`config.mk`:
```
export PLATFORM = sky130hd
export DESIGN_NAME = dispctl_scan_flat
export DESIGN_NICKNAME = d
export VERILOG_FILES = /design/src/rtl/dispctl_pkg.sv /design/src/rtl/dispctl_scan_if.sv /design/src/rtl/dispctl_scan_rate_enb.sv /design/src/rtl/dispctl_scan.sv /design/src/flat_wrapper.sv
export SDC_FILE = /design/constraint.sdc
export NUM_CORES = 1
export LEC_CHECK = 0
export CELL_PAD_IN_SITES_DETAIL_PLACEMENT = 1
export CELL_PAD_IN_SITES_GLOBAL_PLACEMENT = 2
export CORE_ASPECT_RATIO = 1.5
export CORE_UTILIZATION = 43
export DETAILED_ROUTE_END_ITERATION = 7
export GPL_TIMING_DRIVEN = 0
export PLACE_DENSITY_LB_ADDON = 0.1
export SLEW_MARGIN = 20
export SYNTH_ARGS = -nofsm -noshare
export SYNTH_HDL_FRONTEND = slang
export SYNTH_HIERARCHICAL = 1
export SYNTH_SLANG_ARGS = --single-unit
```
`constraint.sdc`:
```
create_clock -name clk -period 8.5 [get_ports clk]
set_input_delay 1.275 -clock clk [delete_from_list [all_inputs] [get_ports clk]]
set_output_delay 1.275 -clock clk [all_outputs]
set_load 0.01 [all_outputs]
```
`src/rtl/dispctl_pkg.sv`:
```
// ---------------------------------------------------------------------------
// dispctl_pkg
// Shared constants and types for the seven-segment display controller.
// A display code is 8 bits: bit7 blank, bit6 decimal point, bit5 dash,
// bits[4:0] character index. The scanner passes codes through untouched.
// The only code it creates itself is BLANK_CODE. It uses BLANK_CODE for
// reset and for the "off" half of a blinking digit.
// ---------------------------------------------------------------------------
package dispctl_pkg;

   typedef logic [7:0] disp_code_t;

   localparam disp_code_t BLANK_CODE = 8'h80;
   localparam disp_code_t DASH_CODE  = 8'h20;

   localparam int BLANK_BIT = 7;
   localparam int DP_BIT    = 6;
   localparam int CHAR_W    = 5;

endpackage

```
`src/rtl/dispctl_scan_if.sv`:
```
// ---------------------------------------------------------------------------
// dispctl_scan_if
// Frame-load port of the display scanner.
//   load      master->slave  capture codes_in/blink_in into staging
//   codes_in  master->slave  digit i code at [8*i+7:8*i]
//   blink_in  master->slave  per-digit blink enable
//   pending   slave->master  staging holds a frame not yet committed
//   load_ack  slave->master  one-cycle pulse when staging is committed
// ---------------------------------------------------------------------------
interface dispctl_scan_if #(
   parameter int NDIGITS = 8
);

   logic                   load;
   logic [8*NDIGITS-1:0]   codes_in;
   logic [NDIGITS-1:0]     blink_in;
   logic                   pending;
   logic                   load_ack;

   modport master (
      output load, codes_in, blink_in,
      input  pending, load_ack
   );

   modport slave (
      input  load, codes_in, blink_in,
      output pending, load_ack
   );

endinterface

```
`src/rtl/dispctl_scan_rate_enb.sv`:
```
// ---------------------------------------------------------------------------
// rate_enb
// Free-running prescaler that counts 0..DIV-1.
//   clk    in   system clock
//   rst_n  in   asynchronous active-low reset
//   count  out  current prescaler value
//   tc     out  high during the terminal-count cycle (count == DIV-1)
// The count is exported because the scanner uses it for the anode guard window.
// ---------------------------------------------------------------------------
module rate_enb #(
   parameter  int DIV = 100000,
   localparam int CW  = (DIV > 1) ? $clog2(DIV) : 1
) (
   input  logic          clk,
   input  logic          rst_n,
   output logic [CW-1:0] count,
   output logic          tc
);

   // The terminal count is decoded combinationally. The enable is then
   // available in the same cycle as the last count value.
   assign tc = (count == CW'(DIV - 1));

   // Wrap to zero on terminal count. Otherwise increment every clock.
   always_ff @(posedge clk or negedge rst_n) begin
      if (!rst_n) begin
         count <= '0;
      end else if (tc) begin
         count <= '0;
      end else begin
         count <= count + 1'b1;
      end
   end

endmodule

```
`src/rtl/dispctl_scan.sv`:
```
// ---------------------------------------------------------------------------
// dispctl_scan
// Time-multiplexed driver for an NDIGITS seven-segment display.
// Each digit is selected for CLKS_PER_DIGIT clocks, in round-robin order.
// The first GUARD clocks of each slot keep all anodes off to prevent ghosting.
// New frames are double-buffered. A load writes into staging. At the next
// frame boundary staging is copied into the active set, so the display never
// shows a mix of two frames.
//   clk         in   system clock
//   rst_n       in   asynchronous active-low reset
//   host        if   frame-load port (slave side)
//   frame_tick  out  one-cycle pulse after every frame boundary
//   d_out       out  code of the selected digit, to the segment decoder
//   an_n        out  active-low one-hot anode enables
// ---------------------------------------------------------------------------
module dispctl_scan
   import dispctl_pkg::*;
#(
   parameter int NDIGITS        = 8,
   parameter int CLKS_PER_DIGIT = 100000,
   parameter int GUARD          = 4,
   parameter int BLINK_FRAMES   = 125
) (
   input  logic               clk,
   input  logic               rst_n,
   dispctl_scan_if.slave      host,
   output logic               frame_tick,
   output disp_code_t         d_out,
   output logic [NDIGITS-1:0] an_n
);

   localparam int PW = $clog2(CLKS_PER_DIGIT);
   localparam int DW = $clog2(NDIGITS);
   localparam int FW = $clog2(BLINK_FRAMES) + 1;

   logic [PW-1:0]      presc;
   logic               slot_end;
   logic               frame_end;
   logic [DW-1:0]      digit;
   logic [FW-1:0]      frame_cnt;
   logic               blink_phase;

   disp_code_t         staging_codes [NDIGITS];
   disp_code_t         active_codes  [NDIGITS];
   logic [NDIGITS-1:0] staging_blink;
   logic [NDIGITS-1:0] active_blink;
   logic               pending_q;
   logic               load_ack_q;

   logic [NDIGITS-1:0] an_n_next;
   disp_code_t         d_out_next;

   rate_enb #(
      .DIV   (CLKS_PER_DIGIT)
   ) u_slot_timer (
      .clk   (clk),
      .rst_n (rst_n),
      .count (presc),
      .tc    (slot_end)
   );

   assign frame_end     = slot_end && (digit == DW'(NDIGITS - 1));
   assign host.pending  = pending_q;
   assign host.load_ack = load_ack_q;

   // At each slot end, move to the next digit. After the last digit, wrap
   // to digit 0. That wrap is the frame boundary.
   always_ff @(posedge clk or negedge rst_n) begin
      if (!rst_n) begin
         digit <= '0;
      end else if (slot_end) begin
         if (digit == DW'(NDIGITS - 1)) begin
            digit <= '0;
         end else begin
            digit <= digit + 1'b1;
         end
      end
   end

   // Count frames to run the blink phase. The phase toggles once every
   // BLINK_FRAMES frames. Loading a frame does not reset the phase.
   always_ff @(posedge clk or negedge rst_n) begin
      if (!rst_n) begin
         frame_cnt   <= '0;
         blink_phase <= 1'b0;
      end else if (frame_end) begin
         if (frame_cnt == FW'(BLINK_FRAMES - 1)) begin
            frame_cnt   <= '0;
            blink_phase <= ~blink_phase;
         end else begin
            frame_cnt <= frame_cnt + 1'b1;
         end
      end
   end

   // Double buffer. A load always lands in staging; the last load wins.
   // At a frame boundary with a frame pending, the old staging contents go
   // to active. A load in that same cycle refills staging and keeps pending
   // set, so that data waits for the following boundary.
   always_ff @(posedge clk or negedge rst_n) begin
      if (!rst_n) begin
         for (int i = 0; i < NDIGITS; i++) begin
            staging_codes[i] <= BLANK_CODE;
            active_codes[i]  <= BLANK_CODE;
         end
         staging_blink <= '0;
         active_blink  <= '0;
         pending_q     <= 1'b0;
         load_ack_q    <= 1'b0;
      end else begin
         load_ack_q <= frame_end && pending_q;
         if (frame_end && pending_q) begin
            active_codes <= staging_codes;
            active_blink <= staging_blink;
         end
         if (host.load) begin
            for (int i = 0; i < NDIGITS; i++) begin
               staging_codes[i] <= host.codes_in[8*i +: 8];
            end
            staging_blink <= host.blink_in;
            pending_q     <= 1'b1;
         end else if (frame_end) begin
            pending_q <= 1'b0;
         end
      end
   end

   // Next-cycle display values. All anodes stay off during the guard window
   // at the start of a slot. A blinking digit is replaced by blank while the
   // blink phase is in its off half.
   always_comb begin
      an_n_next  = '1;
      d_out_next = active_codes[digit];
      if (presc >= PW'(GUARD)) begin
         an_n_next[digit] = 1'b0;
      end
      if (blink_phase && active_blink[digit]) begin
         d_out_next = BLANK_CODE;
      end
   end

   // Display outputs are registered. They follow the internal scan state
   // with one cycle of latency.
   always_ff @(posedge clk or negedge rst_n) begin
      if (!rst_n) begin
         an_n       <= '1;
         d_out      <= BLANK_CODE;
         frame_tick <= 1'b0;
      end else begin
         an_n       <= an_n_next;
         d_out      <= d_out_next;
         frame_tick <= frame_end;
      end
   end

endmodule

```
`src/flat_wrapper.sv`:
```
// flat-port wrapper written by rule: the top's interface ports become plain ports
module dispctl_scan_flat import dispctl_pkg::*;
#(
   parameter int NDIGITS        = 8,
   parameter int CLKS_PER_DIGIT = 100000,
   parameter int GUARD          = 4,
   parameter int BLINK_FRAMES   = 125
)
  (clk, rst_n, frame_tick, d_out, an_n, host_load, host_codes_in, host_blink_in, host_pending, host_load_ack);
  dispctl_scan_if #(.NDIGITS(NDIGITS)) host_i ();
  input  logic clk;
  input  logic rst_n;
  output logic frame_tick;
  output disp_code_t d_out;
  output logic [NDIGITS-1:0] an_n;
  input wire logic [$bits(host_i.load)-1:0] host_load;
  input wire logic [$bits(host_i.codes_in)-1:0] host_codes_in;
  input wire logic [$bits(host_i.blink_in)-1:0] host_blink_in;
  output wire logic [$bits(host_i.pending)-1:0] host_pending;
  output wire logic [$bits(host_i.load_ack)-1:0] host_load_ack;
  assign host_i.load = host_load;
  assign host_i.codes_in = host_codes_in;
  assign host_i.blink_in = host_blink_in;
  assign host_pending = host_i.pending;
  assign host_load_ack = host_i.load_ack;
  dispctl_scan #(.NDIGITS(NDIGITS), .CLKS_PER_DIGIT(CLKS_PER_DIGIT), .GUARD(GUARD), .BLINK_FRAMES(BLINK_FRAMES)) u_core (.clk(clk), .rst_n(rst_n), .host(host_i), .frame_tick(frame_tick), .d_out(d_out), .an_n(an_n));
endmodule
```
==> key figures <==
Detailed routing
  – Count of vias placed by the detailed router: 4597
  – TritonRoute pass-1 iters: 4
  – Drt via density: roughly 5.3
  – DRC violation total after the first TritonRoute iteration: 154
  – Final antenna-violating net count: 0
  – Total wire length after detailed routing: between 15000 and 20000 um
  – Post-detailed-route wirelength per cell: approximately 20 um
  – Remaining DRCs: 0

Critical path
  – Required time at the endpoint of the critical path: 8.81 ns
  – Type of element launching the critical path: flop
  – Largest fanout on the critical path: 10
  – Worst EP arrival: between 3 and 4 ns
  – Worst setup path start: u_core/u_slot_timer/count[11]
  – Kind of end point of the critical path: flop
  – Critical register-to-register path startpoint: u_core/u_slot_timer/count[11]
  – Kind of critical path: flop to flop

Floorplan
  – Number of top-level pins: 94
  – Die Y-Extent: 168 um
  – Row count: 60
  – Area enclosed by the die boundary: around 19000 um^2
  – Placeable Area: 17900 um^2
  – Die boundary width: approximately 110 um
  – Initial core utilization: 0.439

Hold path
  – Beginning of the worst hold path: u_core/u_slot_timer/count[0]
  – Worst hold path type: flop to flop

Clocking
  – H-tree lvl count: 4
  – Clock tree root buffer cell: clkbuf_16
  – Clock-pin transition on the worst setup and hold timing paths: ~0.070 ns
  – Clock tree from TritonCTS: built
  – Setup Fix Bufs, Post-CTS: 0
  – Worst-skew pair later-pin latency: around 0.43 ns
  – Number of sinks handled by clock tree synthesis: roughly 190
  – Quantity of gates resized following cts: 0
  – Clock tree buffer depth: 2
  – Inserted Clock Buffers: 17
  – Hold_buf cts: 0

Logic synthesis
  – Count of state elements after synthesis: between 150 and 200
  – Mapped cell area: 7870 um^2
  – Top cell type's share of synthesized area: 0.531
  – Post-synthesis net count: 598
  – Leading post-synthesis cells by cell area: dfrtp_1 (53%), mux2_2 (21%), dfstp_2 (8.3%)
  – Library cell with the largest summed area after synthesis: dfrtp_1
  – Yosys synthesis warning count: 6
  – Part of the Yosys area used for sequential elements: 0.614
  – Gate count of the mapped netlist: between 500 and 600
  – Average cell area after synthesis: ~15 um^2
  – Count of cell types in the netlist: 35

Timing
  – Worst Skew: a little under 0.009 ns
  – Share of the clock period used by the worst path after layout: 0.430
  – Final WS setup: 4.85 ns
  – Measured slew at the worst slew-check pin: around 0.8 ns
  – Endpoints failing setup: 0
  – Final number of hold-violating endpoints: 0
  – Min Tclk post-route: approximately 3.7 ns
  – Number of max-slew violations in the final report: 0
  – Fmax achieved: 274 MHz
  – Max transition margin: 0.464
  – Worst-case hold slack: 0.489 ns
  – Setup repair after global routing missed its margin: no

Place
  – Post-DP HPWL: 12100 um
  – Pre-CTS setup slack: 4.82 ns
  – IO Port Bufs: roughly 90
  – Placed insts: slightly above 800
  – Instance area after placement: 9130 um^2
  – RD Place Congestion: 0.791

Global routing
  – Largest net degree at the start of global routing: 90
  – Global-route wire length before repair: ~28000 um
  – Initial antenna violation count: 0
  – Global-route congestion overflow total: 0
  – Number of global-route vias before repair: 5183
  – Total Routing Usage GR: 0.199

Power and ir drop
  – Power density over cell area: 192 nW/um^2
  – Worst ir drop on vdd: roughly 0.11 mV
  – Standby leakage power: between 4 and 5 nW

Final layout
  – Number of nets in the layout: ~700
  – Sequential Area: 4840 um^2
  – Filler cells: 1739
  – Post-route insts no fill: around 860
  – Inserted Diodes: 0
  – Multi-input gate area: 2900 um^2
  – Area of all placed cells without fillers: 9720 um^2
  – Layout cells sized above 1: 0.373
  – Signed area change from the synthesized netlist to the final layout: 23.4%

Outcome
  – Outcome: complete, no violations

Run
  – Max-cap viol count: 0
## cells in the mapped netlist
| library cell | count |
|---|---|
| dfrtp_1 | 167 |
| mux2_2 | 150 |
| dfstp_2 | 25 |
| nand2_1 | 18 |
| mux4_2 | 17 |
| nor2_1 | 14 |
| clkbuf_1 | 13 |
| a21oi_1 | 12 |
| xnor2_1 | 11 |
| nand3_1 | 10 |
| buf_2 | 8 |
| mux2i_1 | 7 |
| inv_1 | 6 |
| nor3_1 | 6 |
| xor2_1 | 6 |
| ha_1 | 5 |
| nand4_1 | 5 |
| o21ai_0 | 5 |
| nor2b_1 | 4 |
| nor4_1 | 4 |
| or3_1 | 4 |
| or4_1 | 3 |
| a41oi_1 | 2 |
| and4_1 | 2 |
| buf_1 | 2 |
| buf_4 | 2 |
| o31ai_1 | 2 |
| a21o_1 | 1 |
| a221o_1 | 1 |
| and3_1 | 1 |
| mux2_1 | 1 |
| nand2b_1 | 1 |
| nor4_2 | 1 |
| nor4_4 | 1 |
| or4_4 | 1 |
## stage by stage
stage	TNS [ns]	power [mW]	util
2_1_floorplan	0	1.02	-
3_3_place_gp	-263.88	1.09	0.505
3_5_place_dp	0	1.09	0.509
4_1_cts	0	1.90	0.541
5_1_grt	0	1.94	0.541
6_report	0	1.87	0.541
## sequential cells by signal, indices dropped and copies added (netlist names)
register and count:
u_core/active_codes 64, u_core/u_slot_timer/count 17, u_core/active_blink 8, u_core/an_n 8
u_core/blink_phase 1, u_core/staging_blink 8, u_core/digit 3, u_core/frame_cnt 8
u_core/frame_tick 1, u_core/staging_codes 64, u_core/host.pending 1, u_core/d_out 8
u_core/host.load_ack 1
## final timing paths
| check | endpoint | slack, ns | cells past startpoint |
|---|---|---|---|
| max in group asynchronous | u_core/active_codes[13] | 7.05 | 2 |
| max | u_core/active_codes[5] | 4.85 | 8 |
| min in group asynchronous | u_core/u_slot_timer/count[8] | 0.71 | 1 |
| max reg2reg | u_core/active_codes[5] | 4.85 | 8 |
| min reg2reg | u_core/u_slot_timer/count[0] | 0.49 | 1 |
| min | u_core/u_slot_timer/count[0] | 0.49 | 1 |
## worst max-delay path, cell delays in order (launching register included)
cell,delay (ns)
dfrtp_1,0.45
or4_1,0.56
or4_4,0.44
nor4_4,0.45
buf_2,0.31
and3_1,0.17
clkbuf_1,0.38
buf_2,0.39
mux2_2,0.38
## cell families after synthesis
logic type	synth area share
xor gates and xnor gates	0.0189
adders and majority gates	0.00795
muxes	0.273
buffers and inverters	0.0170
AOI/OAI and AO/OA	0.0172
and+or+nand+nor	0.0513
DFF	0.614
## where the power goes
group | switching [mW] | internal, mW | total [mW]
Combinational | 0.0409 | 0.0632 | 0.104
Sequential | 0.0176 | 0.951 | 0.968
Clock | 0.371 | 0.424 | 0.795
Total | 0.429 | 1.44 | 1.87
## routing by layer
| metal | up-vias | GRT usage | share of wire |
|---|---|---|---|
| li1 | 2081 | - | - |
| met1 | 2420 | 0.240 | 0.41 |
| met2 | 83 | 0.358 | 0.55 |
| met3 | 13 | 0.0347 | 0.028 |
| met4 | 0 | 0.0678 | 0.016 |
| met5 | - | 0 | 0 |
## layout make-up
| type | instances | share of cell area |
|---|---|---|
| sequential | 192 | 0.498 |
| multi-input combinational | 295 | 0.299 |
| timing repair buffer | 94 | 0.101 |
| clock buffer | 18 | 0.0452 |
| tap | 217 | 0.0279 |
| clock inverter | 14 | 0.0155 |
| buffer | 25 | 0.0115 |
| inverter | 6 | 0.00232 |
## cells in the final DEF (no fill, tap or decap), types with 3 or more instances in the layout
| cell | n |
|---|---|
| dfrtp_1 | 167 |
| mux2_2 | 150 |
| clkdlybuf4s50_1 | 91 |
| dfstp_2 | 25 |
| nand2_1 | 18 |
| clkbuf_16 | 17 |
| mux4_2 | 17 |
| nor2_1 | 14 |
| clkbuf_1 | 13 |
| a21oi_1 | 12 |
| xnor2_1 | 11 |
| nand3_1 | 10 |
| buf_2 | 8 |
| mux2i_1 | 7 |
| nor3_1 | 6 |
| inv_1 | 6 |
| xor2_1 | 6 |
| inv_8 | 5 |
| o21ai_0 | 5 |
| nand4_1 | 5 |
| ha_1 | 5 |
| clkinv_4 | 4 |
| nor4_1 | 4 |
| nor2b_1 | 4 |
| or3_1 | 4 |
| or4_1 | 3 |
Note: power is estimated with default switching activity, not from simulation.
